## src/rtl/mem_arbiter.sv

```systemverilog
// mem_arbiter: shares the byte-wide RAM/IO port between instruction fetch
// (word reads) and the load/store buffer (byte/half/word loads and stores).
// Multi-byte accesses are serialised one byte per cycle. Conflicts are
// resolved round-robin. Speculative reads abort on rob_clear, and stores
// always run to completion.
module mem_arbiter #(
  parameter logic [31:0] IO_BASE = 32'h00030000
) (
  input  logic        clk_in,
  input  logic        rst_in,
  input  logic        rdy_in,
  input  logic        rob_clear,
  input  logic [7:0]  mem_din,
  output logic [7:0]  mem_dout,
  output logic [31:0] mem_a,
  output logic        mem_wr,
  input  logic        io_buffer_full,
  input  logic        if_req,
  input  logic [31:0] if_addr,
  output logic        if_ready,
  output logic [31:0] if_data,
  input  logic        ls_req,
  input  logic        ls_wr,
  input  logic [1:0]  ls_size,
  input  logic [31:0] ls_addr,
  input  logic [31:0] ls_wdata,
  output logic        ls_ready,
  output logic [31:0] ls_rdata
);

  typedef enum logic [1:0] {IDLE, BUSY_IF, BUSY_LR, BUSY_LW} state_t;

  localparam logic GRANT_IF = 1'b0;
  localparam logic GRANT_LS = 1'b1;

  state_t      state;
  logic        last_grant;
  logic [2:0]  cnt;
  logic [2:0]  len;
  logic [31:0] base_addr;
  logic [23:0] wdata_hi;
  logic [31:0] rbuf;

  logic        if_elig;
  logic        ls_elig;
  logic        ls_io_blocked;
  logic        grant_if;
  logic        grant_ls;
  logic [2:0]  ls_len;
  logic [31:0] next_addr;
  logic [7:0]  next_byte;
  logic [31:0] assembled;

  // Grant decision, next byte address/data and read-data assembly
  always_comb begin
    ls_len        = (ls_size == 2'b00) ? 3'd1 : (ls_size == 2'b01) ? 3'd2 : 3'd4;
    ls_io_blocked = ls_wr && (ls_addr >= IO_BASE) && io_buffer_full;
    if_elig       = if_req && !if_ready;
    ls_elig       = ls_req && !ls_ready && !ls_io_blocked;
    grant_if      = 1'b0;
    grant_ls      = 1'b0;
    if (state == IDLE && !rob_clear) begin
      if (if_elig && ls_elig) begin
        if (last_grant == GRANT_LS) grant_if = 1'b1;
        else                        grant_ls = 1'b1;
      end else if (if_elig) begin
        grant_if = 1'b1;
      end else if (ls_elig) begin
        grant_ls = 1'b1;
      end
    end

    next_addr = base_addr + {29'd0, cnt} + 32'd1;

    case (cnt)
      3'd0:    next_byte = wdata_hi[7:0];
      3'd1:    next_byte = wdata_hi[15:8];
      default: next_byte = wdata_hi[23:16];
    endcase

    // Byte k-1 arrives on mem_din one cycle after its address was driven
    assembled = rbuf;
    case (cnt)
      3'd1:    assembled[7:0]   = mem_din;
      3'd2:    assembled[15:8]  = mem_din;
      3'd3:    assembled[23:16] = mem_din;
      3'd4:    assembled[31:24] = mem_din;
      default: assembled = rbuf;
    endcase
  end

  // Access sequencer: grants, drives the bus byte by byte, and raises ready pulses
  always_ff @(posedge clk_in) begin
    if (rst_in) begin
      state      <= IDLE;
      last_grant <= GRANT_LS;
      cnt        <= 3'd0;
      len        <= 3'd0;
      base_addr  <= 32'd0;
      wdata_hi   <= 24'd0;
      rbuf       <= 32'd0;
      mem_a      <= 32'd0;
      mem_wr     <= 1'b0;
      mem_dout   <= 8'd0;
      if_ready   <= 1'b0;
      ls_ready   <= 1'b0;
      if_data    <= 32'd0;
      ls_rdata   <= 32'd0;
    end else if (rdy_in) begin
      if_ready <= 1'b0;
      ls_ready <= 1'b0;
      case (state)
        IDLE: begin
          mem_wr <= 1'b0;
          mem_a  <= 32'd0;
          if (grant_if) begin
            state      <= BUSY_IF;
            last_grant <= GRANT_IF;
            base_addr  <= if_addr;
            len        <= 3'd4;
            cnt        <= 3'd0;
            rbuf       <= 32'd0;
            mem_a      <= if_addr;
          end else if (grant_ls) begin
            last_grant <= GRANT_LS;
            base_addr  <= ls_addr;
            len        <= ls_len;
            wdata_hi   <= ls_wdata[31:8];
            cnt        <= 3'd0;
            rbuf       <= 32'd0;
            mem_a      <= ls_addr;
            if (ls_wr) begin
              state    <= BUSY_LW;
              mem_wr   <= 1'b1;
              mem_dout <= ls_wdata[7:0];
            end else begin
              state    <= BUSY_LR;
            end
          end
        end
        BUSY_IF, BUSY_LR: begin
          if (rob_clear) begin
            state  <= IDLE;
            mem_a  <= 32'd0;
            mem_wr <= 1'b0;
          end else begin
            rbuf <= assembled;
            cnt  <= cnt + 3'd1;
            if (cnt == len) begin
              state <= IDLE;
              mem_a <= 32'd0;
              if (state == BUSY_IF) begin
                if_ready <= 1'b1;
                if_data  <= assembled;
              end else begin
                ls_ready <= 1'b1;
                ls_rdata <= assembled;
              end
            end else if ((cnt + 3'd1) < len) begin
              mem_a <= next_addr;
            end else begin
              mem_a <= 32'd0;
            end
          end
        end
        BUSY_LW: begin
          if ((cnt + 3'd1) == len) begin
            state    <= IDLE;
            mem_wr   <= 1'b0;
            mem_a    <= 32'd0;
            mem_dout <= 8'd0;
            ls_ready <= 1'b1;
          end else begin
            cnt      <= cnt + 3'd1;
            mem_a    <= next_addr;
            mem_dout <= next_byte;
          end
        end
        default: state <= IDLE;
      endcase
    end
  end

endmodule

```

## config.mk

```make
export PLATFORM = sky130hd
export DESIGN_NAME = mem_arbiter
export DESIGN_NICKNAME = d
export VERILOG_FILES = /design/src/rtl/mem_arbiter.sv
export SDC_FILE = /design/constraint.sdc
export NUM_CORES = 1
export LEC_CHECK = 0
export ABC_AREA = 1
export BUFFER_PORTS_ARGS = -buffer_cell sky130_fd_sc_hd__buf_2
export CAP_MARGIN = 5
export CORE_MARGIN = 1
export CORE_UTILIZATION = 40
export CTS_CLUSTER_SIZE = 24
export DETAILED_ROUTE_END_ITERATION = 6
export PLACE_DENSITY = 0.64
export SLEW_MARGIN = 15
export SYNTH_ARGS = -nofsm -noshare
export SYNTH_HDL_FRONTEND = slang
export SYNTH_SLANG_ARGS = --single-unit
```

## constraint.sdc

```tcl
create_clock -name clk_in -period 7.1 [get_ports clk_in]
set_input_delay 1.065 -clock clk_in [delete_from_list [all_inputs] [get_ports clk_in]]
set_output_delay 1.065 -clock clk_in [all_outputs]
set_load 0.05 [all_outputs]
```

; ---- Yosys cells after proc, flatten, opt, wreduce, memory -nomap -nowiden
; Index checks and enable logic that the tools add are counted.
[op_classes]
div = 0
n_addsub = 3
n_mux = 65
n_shift = 0
reduce_logical = 27
eq_ne = 19
magnitude_cmp = 2
mul = 0
bitwise = 3
[op_table]
columns = op, n
row1 = two-way mux 32 bit, 11
row2 = one-hot mux 32 bit (3 select lines), 1
row3 = two-way mux 8 bit, 8
row4 = one-hot mux 32 bit (2 select lines), 1
row5 = "adder 32 x 1 -> 32 bit, second input constant", 1
row6 = adder 32 x 3 -> 32 bit, 1
row7 = "greater-or-equal comparator 32 x 18 -> 1 bit, second input constant", 1
row8 = one-hot mux 8 bit (2 select lines), 2
row9 = two-way mux 1 bit, 25
row10 = two-way mux 3 bit, 8
row11 = AND reduction 4 bit, 4
row12 = AND reduction 5 bit, 3
row13 = "inequality test 2 bit, second input constant", 7
row14 = two-way mux 2 bit, 5
row15 = one-hot mux 3 bit (3 select lines), 1
row16 = logical AND 1 bit, 7
row17 = "equality test 3 x 2 -> 1 bit, second input constant", 2
row18 = equality test 3 bit, 2
row19 = "inequality test 3 bit, second input constant", 2
row20 = one-hot mux 2 bit (3 select lines), 1
row21 = AND reduction 3 bit, 2
row22 = nonzero test 2 bit, 3
row23 = "equality test 2 x 1 -> 1 bit, second input constant", 2
row24 = "equality test 2 bit, second input constant", 2
row25 = 11 further kinds, 17
[word_totals]
mem_bits_ro = 0
latch_bits = 0
reg_bits = 204
word_cells = 133
ram_bits = 0
mem_count = 0

; ---- Depth between registers and ports, before layout
[logic_depth]
ltp_word = 12
ltp_mapped = 15
ltp_nobuf = 15

; ---- Worst setup path before layout
; OpenSTA, ideal clock, no wires.
[synth_timing]
path_kind = input port to flip-flop
from = input ls_addr[31]
to = register mem_a[28]
slack_ns = 4.753
stages = 14
setup_time_ns = 0.118
arrival_ns = 2.229
cell_sequence = nor2_1 > nand2_1 > nor2_1 > nand2_1 > nand2_2 > nand3_1 > nand2_2 > inv_2 > buf_6 > buf_6 > nand2_1 > o211ai_1 > nor2_1 > nor2_1
[synth_between]
elab_chain_cells = 12
word_cells_on_any_way = 15
classes_between = order compare: 1 / mux: 9 / reduce/logical: 5
[synth_lines]
columns = item, line
row1 = from (decl), 25  ; input logic [31:0] ls_addr,
row2 = greater-or-equal comparator 32 x 18 -> 1 bit *, 57  ; ls_io_blocked = ls_wr && (ls_addr >= IO_BASE) && io_buffer_full;
row3 = logical AND 1 bit * (2 in a row), 57
row4 = logical NOT 1 bit *, 59  ; ls_elig = ls_req && !ls_ready && !ls_io_blocked;
row5 = logical AND 1 bit *, 59
row6 = two-way mux 1 bit, 68  ; end else if (ls_elig) begin
row7 = two-way mux 1 bit, 66  ; end else if (if_elig) begin
row8 = two-way mux 1 bit, 63  ; if (if_elig && ls_elig) begin
row9 = two-way mux 1 bit, 62  ; if (state == IDLE && !rob_clear) begin
row10 = two-way mux 32 bit, 124  ; end else if (grant_ls) begin
row11 = two-way mux 32 bit *, 116  ; if (grant_if) begin
row12 = one-hot mux 32 bit (3 select lines) *, 112  ; case (state)
row13 = to (signal assigned), 123  ; mem_a <= if_addr;
row14 = to (signal assigned), 131  ; mem_a <= ls_addr;
row15 = to (signal assigned), 160  ; mem_a <= next_addr;
row16 = to (decl), 15  ; output logic [31:0] mem_a,
; Every way passes the cells marked *; elsewhere a longest branch is shown, timed or not.
; A chain may end at the register's enable or synchronous reset.

; ---- Final worst setup path
[layout_timing]
from = input ls_addr[21]
to = register rbuf[2]
[layout_between]
elab_chain_cells = 11
word_cells_on_any_way = 16
classes_between = order compare: 1 / eq/ne: 1 / mux: 8 / reduce/logical: 6
[layout_lines]
columns = item, line
row1 = greater-or-equal comparator 32 x 18 -> 1 bit *, 57
row2 = logical AND 1 bit * (2 in a row), 57
row3 = logical NOT 1 bit *, 59
row4 = logical AND 1 bit *, 59
row5 = two-way mux 1 bit, 68
row6 = two-way mux 1 bit, 66
row7 = two-way mux 1 bit, 63
row8 = two-way mux 1 bit, 62
row9 = inequality test 3 bit (no source line), n/a
row10 = AND reduction 4 bit (no source line), n/a
row11 = to (signal assigned), 147  ; rbuf <= assembled;
row12 = to (decl), 42  ; logic [31:0] rbuf;
; Marks and branches as above.

==> impl_metrics.ini <==
[detailed_routing]
drc_errors = 0
num_vias = 10500
wl_per_cell_um = 14.8
first_iter_violations = 763
vias_per_cell = 4.97
wl_mm = 31.2
antenna_left = 0
drt_first_pass_iters = 5

[logic_synthesis]
ys_types = 40
synthFlopType = dfxtp_1
ys_async_sr_fraction = 0
synth_commonest_cells = nand2_1 (304), o21ai_0 (259), nor2_1 (230)
ys_ff_latch = 204
synth_edf_count = 0
synth.most_common_cell = nand2_1
synthAdderAreaFrac = 0.0187
yosysWarnings = 0
avgSynthCellArea_sq_um = 6.53
synth_xor_area_frac = 0.00925
synthCells = 1596
synth.largest_area_cell = dfxtp_1
muxShareOfSynthArea = 0
synth.area.top_cells = dfxtp_1 (39%), o21ai_0 (12%), nand2_1 (11%)
syn_area_sq_um = 10400
synth-compound-area-share = 0.207
synth_nets = 1725
synth_top_family_by_area = simple AND/OR/NAND/NOR gates
synthSimpleGateAreaFrac = 0.251
yosysSeqAreaShare = 0.392
synth_top_area_share = 0.392

[global_routing]
grt_pass1_wl_mm = 49.7
grt_start_max_net_pins = 66
track_usage = 0.232
first_global_vias = 9751
grt_overflow = 0
grt_antenna_before_repair = 0

[timing]
worstMarginPinSlew_ps = 891
finalSetupTns_ps = 0
clock_skew_ps = 15.0
fin_crit_sh = 0.546
hold_viol = 0
max_freq_mhz = 258
setup_viol = 0
finalWorstPathRequiredPeriod_ps = 3880
relSlewSlack = 0.405
rsz0062_at_grt = no
fin_hold_ws_ps = 440
maxSlewViolCount = 0

[die]
start_util = 0.411
chipWidth_um = 163
die_area_sq_um = 26700
rows = 58
core_sq_um = 25300
die_y_um = 163
ios = 221

[clocking]
cts_max_path_buffers = 3
cts_tree = done
clock_sinks = 204
ctsHoldBuffers = 0
root_buffer = clkbuf_16
cts_setup_buffers = 0
ctsHtreeMaxLevel = 1
clkLatencyLatePin_ps = 520
cts_inserted_buffers = 24
clkTransAtPathRegs_ps = 60
cts_resized = 0

[cells_and_area]
nNetsFinal = 1888
n_antenna_cell = 0
instances_no_fill = 2105
utilization = 0.488
syn_to_final_growth_pct = 18.6
drive_gt1_frac = 0.162

[critical_path]
worstPathArrival_ps = 4250
max_stage_delay_ps = 750
cp-end-kind = register
crit_top_cell = nand2_1
start_kind = input pin
crit_fanout = 39
path_class = in2reg
crit_chain = buf_2 > nor2_1 > nand2_1 > nor2_1 > nand2_1 > nand2_2 > nand3_1 > nand2_2 > nand3_2 > nand3_1 > buf_4 > nand2_1 > nand2_1 > nor2_1
cp_slowest_cell = nand3_1
required_ps = 7470
critPathTopFamily = simple AND/OR/NAND/NOR gates
path_buf_inv = 2

[run_status]
status = complete, no violations

[place]
gp_congestion = 0.899
port_buffers = 220
place_hpwl_mm = 21.7
dpl.cell_count = 2063

[pwr]
power_density_nw_per_um2 = 295
total_power_mw = 3.64
p_leak_nw = 5.54
peakVddDrop_uv = 201

[worst_hold_path]
hp-class = reg2reg

[flow_run]
max_cap_viol_count = 0
[flip-flops by register name, indices dropped and copies added, names as in the netlist]
| register | cells |
|---|---|
| base_addr | 32 |
| if_data | 32 |
| ls_rdata | 32 |
| mem_a | 32 |
| rbuf | 32 |
| wdata_hi | 24 |
| mem_dout | 8 |
| cnt | 3 |
| len | 3 |
| state | 2 |
| if_ready | 1 |
| last_grant | 1 |
| ls_ready | 1 |
| mem_wr | 1 |
[worst register-to-register path: cells and delay by family, from the launching register on]
family                   cells  cell delay, ps
buffers and inverters        2             730
AND/OR/NAND/NOR              6            1130
flip-flops                   1             490
AO/OA/AOI/OAI                2             560
adder cells (fa/ha/maj)      2             620
[kinds of logic after synthesis]
family                   after synthesis
buffers and inverters                315
flip-flops                           204
adder cells (fa/ha/maj)               15
AND/OR/NAND/NOR                      637
XOR/XNOR                              11
AO/OA/AOI/OAI                        414
[worst paths after layout]
| kind | end | from | slack, ps | depth (start not counted) |
|---|---|---|---|---|
| worst min register to register | ls_rdata[19]$_SDFFE_PP0P_ | ls_rdata[19]$_SDFFE_PP0P_ | 440 | 2 |
| worst min-delay path | ls_rdata[19]$_SDFFE_PP0P_ | ls_rdata[19]$_SDFFE_PP0P_ | 440 | 2 |
| worst max-delay path | rbuf[2]$_SDFFE_PP0P_ | ls_addr[21] | 3220 | 14 |
| worst max register to register | mem_a[11]$_SDFFE_PP0P_ | cnt[1]$_SDFFE_PP0P_ | 3510 | 12 |
[metrics by stage]
stage | cell area (sq um) | setup WS, ps
after floorplan | 10400 | 4750
after global placement | 11600 | 2760
after detailed placement | 11600 | 2740
after CTS | 12400 | 3260
after global routing | 12400 | 2980
final | 12400 | 3220
[cell usage in the layout (no fill, tap or decap), types with 3 or more instances in the layout]
cell and instances:
nand3_1 33, buf_2 219, ha_1 13, nand4_1 45
nor3_1 12, dfxtp_1 204, inv_2 3, buf_4 10
clkbuf_1 5, a21oi_1 116, clkinv_2 7, o22ai_1 8
nor2_1 230, xor2_1 7, o21ai_1 5, clkbuf_8 5
clkbuf_16 24, xnor2_1 4, nand3_2 3, o2bb2ai_1 5
o211ai_1 11, nand2_1 304, o21ai_0 259, inv_1 217
[area by class of cell]
class,count,area (sq um)
inverters,223,840
multi-input cells,1077,5080
well taps,330,413
fillers,2679,13000
clock inverters,8,78.8
clock buffers,34,688
repair buffers,229,1170
flip-flops and latches,204,4080
[report_power, final]
group,switching (mW),leakage [nW],internal [mW]
Sequential,0.0808,1.66,1.28
Clock,0.489,0.378,0.709
Combinational,0.786,3.50,0.299
[routing by layer]
metal  global-route usage  wire length, um  vias up
met4               0.0675              838        0
met2                0.419            15300      267
met3               0.0287             1440       54
li1                     -                -     5455
met1                0.285            13600     4680
met5                    0                0        -
No activity file was read; power rests on OpenSTA's default activity.
